--- config.mk ---
export PLATFORM = sky130hd
export DESIGN_NAME = cp0_exc_ctrl_flat
export DESIGN_NICKNAME = d
export VERILOG_FILES = /design/src/rtl/cp0_exc_ctrl_if.sv /design/src/rtl/cp0_exc_ctrl.sv /design/src/flat_wrapper.sv
export SDC_FILE = /design/constraint.sdc
export NUM_CORES = 1
export LEC_CHECK = 0
export BUFFER_PORTS_ARGS = -buffer_cell sky130_fd_sc_hd__buf_4
export CAP_MARGIN = 20
export CELL_PAD_IN_SITES_DETAIL_PLACEMENT = 0
export CELL_PAD_IN_SITES_GLOBAL_PLACEMENT = 1
export CORE_UTILIZATION = 36
export DETAILED_ROUTE_END_ITERATION = 8
export GPL_TIMING_DRIVEN = 0
export PLACE_DENSITY = 0.91
export SLEW_MARGIN = 20
export SYNTH_ARGS = -nofsm -noshare
export SYNTH_HDL_FRONTEND = slang
export SYNTH_SLANG_ARGS = --single-unit
--- constraint.sdc ---
create_clock -name clk -period 2.3 [get_ports clk]
set_input_delay 0.46 -clock clk [delete_from_list [all_inputs] [get_ports clk]]
set_output_delay 0.46 -clock clk [all_outputs]
set_load 0.02 [all_outputs]
--- src/rtl/cp0_exc_ctrl_if.sv ---
// CP0 register-file access bus: one write port and one combinational read port.
// The exception controller is the master; the CP0 register file is the slave.
interface cp0_exc_ctrl_if;
   logic        cp0_we;
   logic [4:0]  cp0_waddr;
   logic [31:0] cp0_wdata;
   logic [4:0]  cp0_raddr;
   logic [31:0] cp0_rdata;

   modport master (
      output cp0_we,
      output cp0_waddr,
      output cp0_wdata,
      output cp0_raddr,
      input  cp0_rdata
   );

   modport slave (
      input  cp0_we,
      input  cp0_waddr,
      input  cp0_wdata,
      input  cp0_raddr,
      output cp0_rdata
   );
endinterface

--- src/rtl/cp0_exc_ctrl.sv ---
// CP0 exception/interrupt entry and ERET sequencer; drives one CP0 write per cycle.
// Optional EXC_IRQ_SYNC_EN: irq passes a 2-flop synchronizer before use.
module cp0_exc_ctrl #(
   parameter logic [31:0] VECTOR_ADDR = 32'h0000_0008,
   parameter logic [4:0]  STATUS_ADDR = 5'd12,
   parameter logic [4:0]  CAUSE_ADDR  = 5'd13,
   parameter logic [4:0]  EPC_ADDR    = 5'd14
) (
   input  logic                  clk,
   input  logic                  rst,
   input  logic                  exc_req,
   input  logic [4:0]            exc_code,
   input  logic [31:0]           exc_pc,
   input  logic [31:0]           cur_pc,
   input  logic [5:0]            irq,
   input  logic                  eret,
   cp0_exc_ctrl_if.master        cp0,
   output logic                  stall,
   output logic                  redirect,
   output logic [31:0]           redirect_pc
);

   typedef enum logic [2:0] {
      IDLE,
      W_EPC,
      W_CAUSE,
      W_STATUS,
      E_RD,
      E_STATUS,
      REDIR
   } state_t;

   state_t      state_q, state_d;
   logic [31:0] stat_q;
   logic [31:0] epc_q;
   logic [5:0]  ip_q;
   logic [4:0]  code_q;
   logic        ret_q;
   logic [5:0]  irq_s;
   logic        int_ok;

`ifdef EXC_IRQ_SYNC_EN
   logic [5:0] irq_m;

   always_ff @(posedge clk) begin
      if (rst) begin
         irq_m <= '0;
         irq_s <= '0;
      end else begin
         irq_m <= irq;
         irq_s <= irq_m;
      end
   end
`else
   assign irq_s = irq;
`endif

   // In IDLE the read port shows Status, so rdata is the live Status word here.
   assign int_ok = cp0.cp0_rdata[0] & ~cp0.cp0_rdata[1]
                 & (|(irq_s & cp0.cp0_rdata[15:10]));

   // NOTE: sequential state uses non-blocking assignments so every flop samples pre-edge values.
   always_ff @(posedge clk) begin
      if (rst) state_q <= IDLE;
      else     state_q <= state_d;
   end

   always_comb begin
      state_d = state_q;
      case (state_q)
         IDLE: begin
            if (exc_req || int_ok) state_d = W_EPC;
            else if (eret)         state_d = E_RD;
         end
         W_EPC:    state_d = W_CAUSE;
         W_CAUSE:  state_d = W_STATUS;
         W_STATUS: state_d = REDIR;
         E_RD:     state_d = E_STATUS;
         E_STATUS: state_d = REDIR;
         REDIR:    state_d = IDLE;
         default:  state_d = IDLE;
      endcase
   end

   // NOTE: these are a handful of control registers, not a memory, so all of them are reset.
   always_ff @(posedge clk) begin
      if (rst) begin
         stat_q <= '0;
         epc_q  <= '0;
         ip_q   <= '0;
         code_q <= '0;
         ret_q  <= 1'b0;
      end else begin
         case (state_q)
            IDLE: begin
               if (exc_req) begin
                  stat_q <= cp0.cp0_rdata;
                  ip_q   <= irq_s;
                  code_q <= exc_code;
                  epc_q  <= exc_pc;
                  ret_q  <= 1'b0;
               end else if (int_ok) begin
                  stat_q <= cp0.cp0_rdata;
                  ip_q   <= irq_s;
                  code_q <= '0;
                  epc_q  <= cur_pc;
                  ret_q  <= 1'b0;
               end else if (eret) begin
                  stat_q <= cp0.cp0_rdata;
                  ip_q   <= irq_s;
                  ret_q  <= 1'b1;
               end
            end
            E_RD:    epc_q <= cp0.cp0_rdata;
            default: ;
         endcase
      end
   end

   assign stall = (state_q != IDLE);

   // NOTE: every output gets a default before the case so no path can infer a latch.
   always_comb begin
      cp0.cp0_we    = 1'b0;
      cp0.cp0_waddr = '0;
      cp0.cp0_wdata = '0;
      cp0.cp0_raddr = STATUS_ADDR;
      redirect      = 1'b0;
      redirect_pc   = '0;
      case (state_q)
         W_EPC: begin
            cp0.cp0_we    = 1'b1;
            cp0.cp0_waddr = EPC_ADDR;
            cp0.cp0_wdata = epc_q;
         end
         W_CAUSE: begin
            cp0.cp0_we    = 1'b1;
            cp0.cp0_waddr = CAUSE_ADDR;
            cp0.cp0_wdata = {16'b0, ip_q, 3'b0, code_q, 2'b0};
         end
         W_STATUS: begin
            cp0.cp0_we    = 1'b1;
            cp0.cp0_waddr = STATUS_ADDR;
            cp0.cp0_wdata = stat_q | 32'h0000_0002;
         end
         E_RD: cp0.cp0_raddr = EPC_ADDR;
         E_STATUS: begin
            cp0.cp0_we    = 1'b1;
            cp0.cp0_waddr = STATUS_ADDR;
            cp0.cp0_wdata = stat_q & ~32'h0000_0002;
         end
         REDIR: begin
            redirect    = 1'b1;
            redirect_pc = ret_q ? epc_q : VECTOR_ADDR;
         end
         default: ;
      endcase
   end

endmodule

--- src/flat_wrapper.sv ---
// flat-port wrapper written by rule: the top's interface ports become plain ports
module cp0_exc_ctrl_flat 
#(
   parameter logic [31:0] VECTOR_ADDR = 32'h0000_0008,
   parameter logic [4:0]  STATUS_ADDR = 5'd12,
   parameter logic [4:0]  CAUSE_ADDR  = 5'd13,
   parameter logic [4:0]  EPC_ADDR    = 5'd14
)
  (clk, rst, exc_req, exc_code, exc_pc, cur_pc, irq, eret, stall, redirect, redirect_pc, cp0_cp0_we, cp0_cp0_waddr, cp0_cp0_wdata, cp0_cp0_raddr, cp0_cp0_rdata);
  cp0_exc_ctrl_if cp0_i ();
  input  logic clk;
  input  logic rst;
  input  logic exc_req;
  input  logic [4:0] exc_code;
  input  logic [31:0] exc_pc;
  input  logic [31:0] cur_pc;
  input  logic [5:0] irq;
  input  logic eret;
  output logic stall;
  output logic redirect;
  output logic [31:0] redirect_pc;
  output wire logic [$bits(cp0_i.cp0_we)-1:0] cp0_cp0_we;
  output wire logic [$bits(cp0_i.cp0_waddr)-1:0] cp0_cp0_waddr;
  output wire logic [$bits(cp0_i.cp0_wdata)-1:0] cp0_cp0_wdata;
  output wire logic [$bits(cp0_i.cp0_raddr)-1:0] cp0_cp0_raddr;
  input wire logic [$bits(cp0_i.cp0_rdata)-1:0] cp0_cp0_rdata;
  assign cp0_cp0_we = cp0_i.cp0_we;
  assign cp0_cp0_waddr = cp0_i.cp0_waddr;
  assign cp0_cp0_wdata = cp0_i.cp0_wdata;
  assign cp0_cp0_raddr = cp0_i.cp0_raddr;
  assign cp0_i.cp0_rdata = cp0_cp0_rdata;
  cp0_exc_ctrl #(.VECTOR_ADDR(VECTOR_ADDR), .STATUS_ADDR(STATUS_ADDR), .CAUSE_ADDR(CAUSE_ADDR), .EPC_ADDR(EPC_ADDR)) u_core (.clk(clk), .rst(rst), .exc_req(exc_req), .exc_code(exc_code), .exc_pc(exc_pc), .cur_pc(cur_pc), .irq(irq), .eret(eret), .cp0(cp0_i), .stall(stall), .redirect(redirect), .redirect_pc(redirect_pc));
endmodule
; ---- Word level (Yosys, flattened, before mapping)
; Index checks and enable logic that the tools add are counted.
[op_classes]
n_reduce_logical = 12
bitwise = 4
muxes = 24
n_eq_ne = 8
[op_table]
columns = cell, n
row1 = 32-bit 2-to-1 mux, 7
row2 = 32-bit one-hot mux with 4 select lines, 1
row3 = 32-bit one-hot mux with 2 select lines, 1
row4 = 6-bit 2-to-1 mux, 3
row5 = 3-bit one-hot mux with 5 select lines, 1
row6 = 4-bit one-hot mux with 3 select lines, 1
row7 = 5-bit 2-to-1 mux, 2
row8 = "3-bit equality test, second input constant", 3
row9 = 6-bit AND, 1
row10 = "3-bit by 2-bit equality test with 1-bit output, second input constant", 2
row11 = 3-bit 2-to-1 mux, 2
row12 = "3-bit by 2-bit inequality test with 1-bit output, second input constant", 2
row13 = 2-bit AND reduction, 3
row14 = 3-bit nonzero test, 2
row15 = 6-bit OR reduction, 1
row16 = 1-bit 2-to-1 mux, 5
row17 = 2-bit nonzero test, 2
row18 = 4-bit OR reduction, 1
row19 = "3-bit by 1-bit equality test with 1-bit output, second input constant", 1
row20 = 3-bit zero test, 1
row21 = 1-bit AND, 2
row22 = 2-bit 2-to-1 mux, 1
row23 = 2-bit OR reduction, 1
row24 = 1-bit logical OR, 1
row25 = 1-bit NOT, 1
[totals]
reg_bits = 79

; ---- Logic depth before layout (Yosys ltp)
[logic_depth]
word_depth = 6
mapped_depth = 7
ltp_nobuf = 4

; ---- Worst setup path before layout
; Ideal clock, no wire load.
[synth_path]
path_kind = flip-flop to output port
start = register u_core.state_q[1]
end = output port cp0_cp0_waddr[2]
arrival_time_ps = 1486
path_stages_with_launch = 5
setup_slack_ps = 354
required_ps = 1840
n_path_buf = 3
cell_sequence = dfxtp_1 -> buf_4 -> buf_2 -> o21ai_0 -> buf_4
[synth_between]
elab_chain_cells = 3
word_cells_on_any_way = 6
classes_between = 4 x eq/ne / 1 x mux / 1 x reduce/logical
[synth_lines]
columns = item, line_no
row1 = "start, declared", cp0_exc_ctrl.sv:33  ; state_t state_q, state_d;
row2 = "start signal, assigned", cp0_exc_ctrl.sv:65  ; else state_q <= state_d;
row3 = 3-bit by 2-bit equality test with 1-bit output / 3-bit equality test (equally long branches), cp0_exc_ctrl.sv:130  ; case (state_q)
row4 = 2-bit OR reduction (no source line), --
row5 = 4-bit one-hot mux with 3 select lines (*), cp0_exc_ctrl.sv:130
row6 = "end, declared", flat_wrapper.sv:23  ; output wire logic [$bits(cp0_i.cp0_waddr)-1:0] cp0_cp0_waddr;
; Every way passes the cells marked *; elsewhere a longest branch is shown, timed or not.

; ---- Worst setup path after layout
[layout_path]
start = register u_core.state_q[2]
end = output port cp0_cp0_wdata[9]
[layout_between]
elab_chain_cells = 2
word_cells_on_any_way = 5
classes_between = 4 x eq/ne / 1 x mux
[layout_lines]
columns = item, line_no
row1 = "3-bit equality test, or another cell as far along", cp0_exc_ctrl.sv:130
row2 = 32-bit one-hot mux with 4 select lines (*), cp0_exc_ctrl.sv:130
row3 = "end, declared", flat_wrapper.sv:24  ; output wire logic [$bits(cp0_i.cp0_wdata)-1:0] cp0_cp0_wdata;
; Marks and branches as above.

==> flow_metrics.py <==
metrics = {
    "yosys": {
        "synth_top_family_by_area": "simple AND/OR/NAND/NOR gates",
        "ys_seq_elements": 78,
        "synth_cells": 578,
        "synthMuxAreaShare": 0.219,
        "synth_cell_type_count": 46,
        "synthAdderAreaFrac": 0,
        "synth_compound_area_frac": 0.167,
        "synth_seq_area_share": 0.307,
        "synth-simple-area-share": 0.227,
        "synthXorXnorAreaFrac": 0,
        "syn-cell-area_sq_um": 5080,
        "postSynthAreaPerCell_sq_um": 8.80,
        "ys.warnings.count": 0,
    },
    "grt": {
        "antenna_found_initial": 0,
        "met1_usage": 0.309,
        "grt.met2_usage": 0.386,
        "globalRouteOverflowTotal": 0,
        "grt_pass1_wl_mm": 25.8,
        "top_usage_layer": "met2",
        "grt_max_degree": 13,
        "grt_pass1_vias": 4752,
        "grt_util_all_layers": 0.231,
        "grt_use_met3": 0.0340,
    },
    "min_path": {
        "hold_class": "in -> reg",
        "min_from": "exc_code[3]",
    },
    "sta": {
        "worstMarginPinSlew_ns": 0.630,
        "slew_viol_final": 0,
        "min_period_ns": 2.25,
        "min_period_over_period": 0.977,
        "fmax_mhz": 445,
        "finalHoldViolations": 0,
        "max_slew_margin": 0.580,
        "finalClockSkew_ns": 0.00412,
        "setup_viol": 0,
    },
    "clocking": {
        "clk_pin_slew_ns": 0.06,
        "clkSinkCount": 78,
        "cts-buffers-inserted": 9,
        "clock_latency_ns": 0.33,
        "h-tree-depth": 3,
        "cts.hold.buffers_added": 0,
        "root_buffer": "clkbuf_16",
        "cts_max_path_buffers": 2,
        "cts_tree": "built",
    },
    "drt": {
        "vias": 4906,
        "finalWirelength_mm": 16.8,
        "avgViaCountPerCell": 5.11,
        "dr.pass1.iters": 5,
        "drt.antenna.violating_nets": 0,
        "drt_iter0_drc": 339,
        "drc": 0,
        "wl_per_cell_um": 17.5,
    },
    "placed_design": {
        "hpwl_mm": 12.6,
        "io_buffers": 181,
        "post-place-cells": 942,
        "place.gp.congestion": 0.845,
        "place_area_sq_um": 6680,
    },
    "power": {
        "vdd_drop_max_uv": 281,
        "power.share.combinational": 0.374,
        "p_switching_mw": 1.68,
        "p_clk_frac": 0.278,
        "internal-power_mw": 3.28,
        "powerDensity_nw_per_um2": 697,
        "switching_share": 0.339,
        "p_leak_nw": 3.26,
        "pwr-share-seq": 0.348,
    },
    "die": {
        "core_area_sq_um": 13800,
        "die_h_um": 121,
        "chipWidth_um": 121,
        "num_io_pins": 188,
        "dieArea_sq_um": 14600,
        "start_util": 0.368,
        "std_cell_rows": 43,
    },
    "worst_setup_path": {
        "critPathRequiredTime_ns": 1.84,
        "critical_path_arrival_ns": 1.79,
        "path_class": "reg -> out",
        "slowest_delay_ns": 0.39,
        "crit_chain": "buf_6, nand2b_4, a21oi_4, buf_12, buf_8, a22o_1, buf_4",
        "slowest_stage": "dfxtp_2",
        "timing.rr.start": "u_core.state_q[2]$_SDFFE_PP0P_",
        "cp-start-kind": "flop",
        "crit_fanout": 10,
        "worstSetupEndpointType": "primary output",
        "worstSetupStartpoint": "u_core.state_q[2]$_SDFFE_PP0P_",
    },
    "cells_and_area": {
        "fill_cells": 1374,
        "final_util": 0.515,
        "diodes": 0,
        "fin_nets": 886,
        "final_cell_area_sq_um": 7120,
        "mostFrequentLayoutCells": "buf_4 (194), mux2i_1 (79), dfxtp_1 (77)",
        "final_common_cell": "buf_4",
        "area_growth_pct": 40.0,
        "fin_cells": 960,
        "drive_above_1_share": 0.368,
    },
    "outcome": {
        "status": "finished clean",
    },
    "job": {
        "drv_cap": 0,
    },
}
==> flip-flops by register name, summed over array words and instances, names as in the netlist <==
register / count
u_core.epc_q: 32
u_core.ret_q: 1
u_core.code_q: 5
u_core.ip_q: 6
u_core.state_q: 3
u_core.stat_q: 31
==> stage by stage <==
step                hold slack [ns]  setup TNS [ns]  worst slack (ns)  total power, mW
floorplan                     0.449               0             0.354             2.89
global route                  0.335          -0.317           -0.0243             5.21
finish                        0.334               0            0.0532             4.96
detailed placement            0.463           -1.00           -0.0976             3.52
global placement              0.460           -1.07            -0.122             3.50
CTS                           0.330               0           0.00352             4.91
==> power by group through the flow <==
stage	combinational (mW)	sequential [mW]	clock (mW)
6_report	1.86	1.73	1.38
5_1_grt	2.00	1.75	1.45
4_1_cts	1.80	1.72	1.39
3_5_place_dp	1.77	1.75	0
3_3_place_gp	1.75	1.75	0
2_1_floorplan	1.19	1.70	0
==> area by class of cell <==
cell class	count	area (sq um)	share of cell area
clock inverter	3	17.5	0.00246
buffer	60	453	0.0636
clock buffer	13	270	0.0380
tap	180	225	0.0316
sequential	78	1560	0.219
timing repair buffer	183	1400	0.197
inverter	4	15.0	0.00211
multi-input combinational	439	3170	0.446
==> layer usage <==
| metal | part of all wire | up-vias |
|---|---|---|
| met1 | 0.46 | 2326 |
| met2 | 0.48 | 160 |
| li1 | - | 2409 |
| met4 | 0.0097 | 0 |
| met3 | 0.053 | 11 |
| met5 | 0 | - |
==> cells in the mapped netlist, drive strengths merged <==
master | instances | area (sq um)
nor2b | 7 | 43.8
a2111oi | 1 | 8.76
and3b | 1 | 8.76
mux2 | 28 | 315
clkbuf | 29 | 110
inv | 4 | 15.0
and2b | 1 | 10.0
nor3b | 1 | 12.5
or2 | 2 | 12.5
mux2i | 80 | 801
a22o | 25 | 219
a211oi | 2 | 15.0
nand2b | 77 | 482
nor3 | 2 | 15.0
a21oi | 39 | 195
nand3 | 1 | 5.00
nand2 | 19 | 71.3
a31oi | 2 | 18.8
or3 | 28 | 175
and2 | 32 | 200
o31ai | 2 | 15.0
buf | 31 | 270
or3b | 1 | 8.76
o211a | 1 | 10.0
nor2 | 20 | 75.1
or4 | 1 | 7.51
a22oi | 3 | 37.5
and3 | 1 | 6.26
o21ai | 48 | 244
o41ai | 4 | 65.1
conb | 2 | 7.51
and4 | 1 | 11.3
a21o | 2 | 15.0
nand4b | 1 | 8.76
dfxtp | 78 | 1560
a21boi | 1 | 7.51
==> what timing repair did <==
action | in CTS | in global routing
pin swaps | 0 | 1
endpoints found under the setup margin | 62 | 50
resized for setup | 23 | 23
buffers inserted | 0 | 1
cloned | 0 | 1
==> cells by family (layout without fill, tap and decap cells) <==
kind of cell	count (synthesis)	in the layout
other cells	2	5
mux	108	108
compound gates	130	130
simple gates	196	196
buf+inv	64	263
flops	78	78
==> worst max-delay path, delay by kind of cell (launching register included) <==
| family | cells | cell delay, ns |
|---|---|---|
| AND/OR/NAND/NOR | 1 | 0.15 |
| buffers and inverters | 4 | 0.59 |
| flip-flops | 1 | 0.39 |
| AO/OA/AOI/OAI | 2 | 0.32 |
==> path summary, 6_finish.rpt <==
| check | slack (ns) | cells after the start | to |
|---|---|---|---|
| worst max-delay path | 0.05 | 7 | cp0_cp0_wdata[9] |
| worst min-delay path | 0.33 | 2 | u_core.code_q[3]$_SDFFE_PP0P_ |
| worst max register to register | 0.49 | 5 | u_core.epc_q[20]$_SDFFE_PP0P_ |
| worst min register to register | 0.47 | 2 | u_core.ip_q[3]$_SDFFE_PP0P_ |
Power figures use the tool's default switching activity.
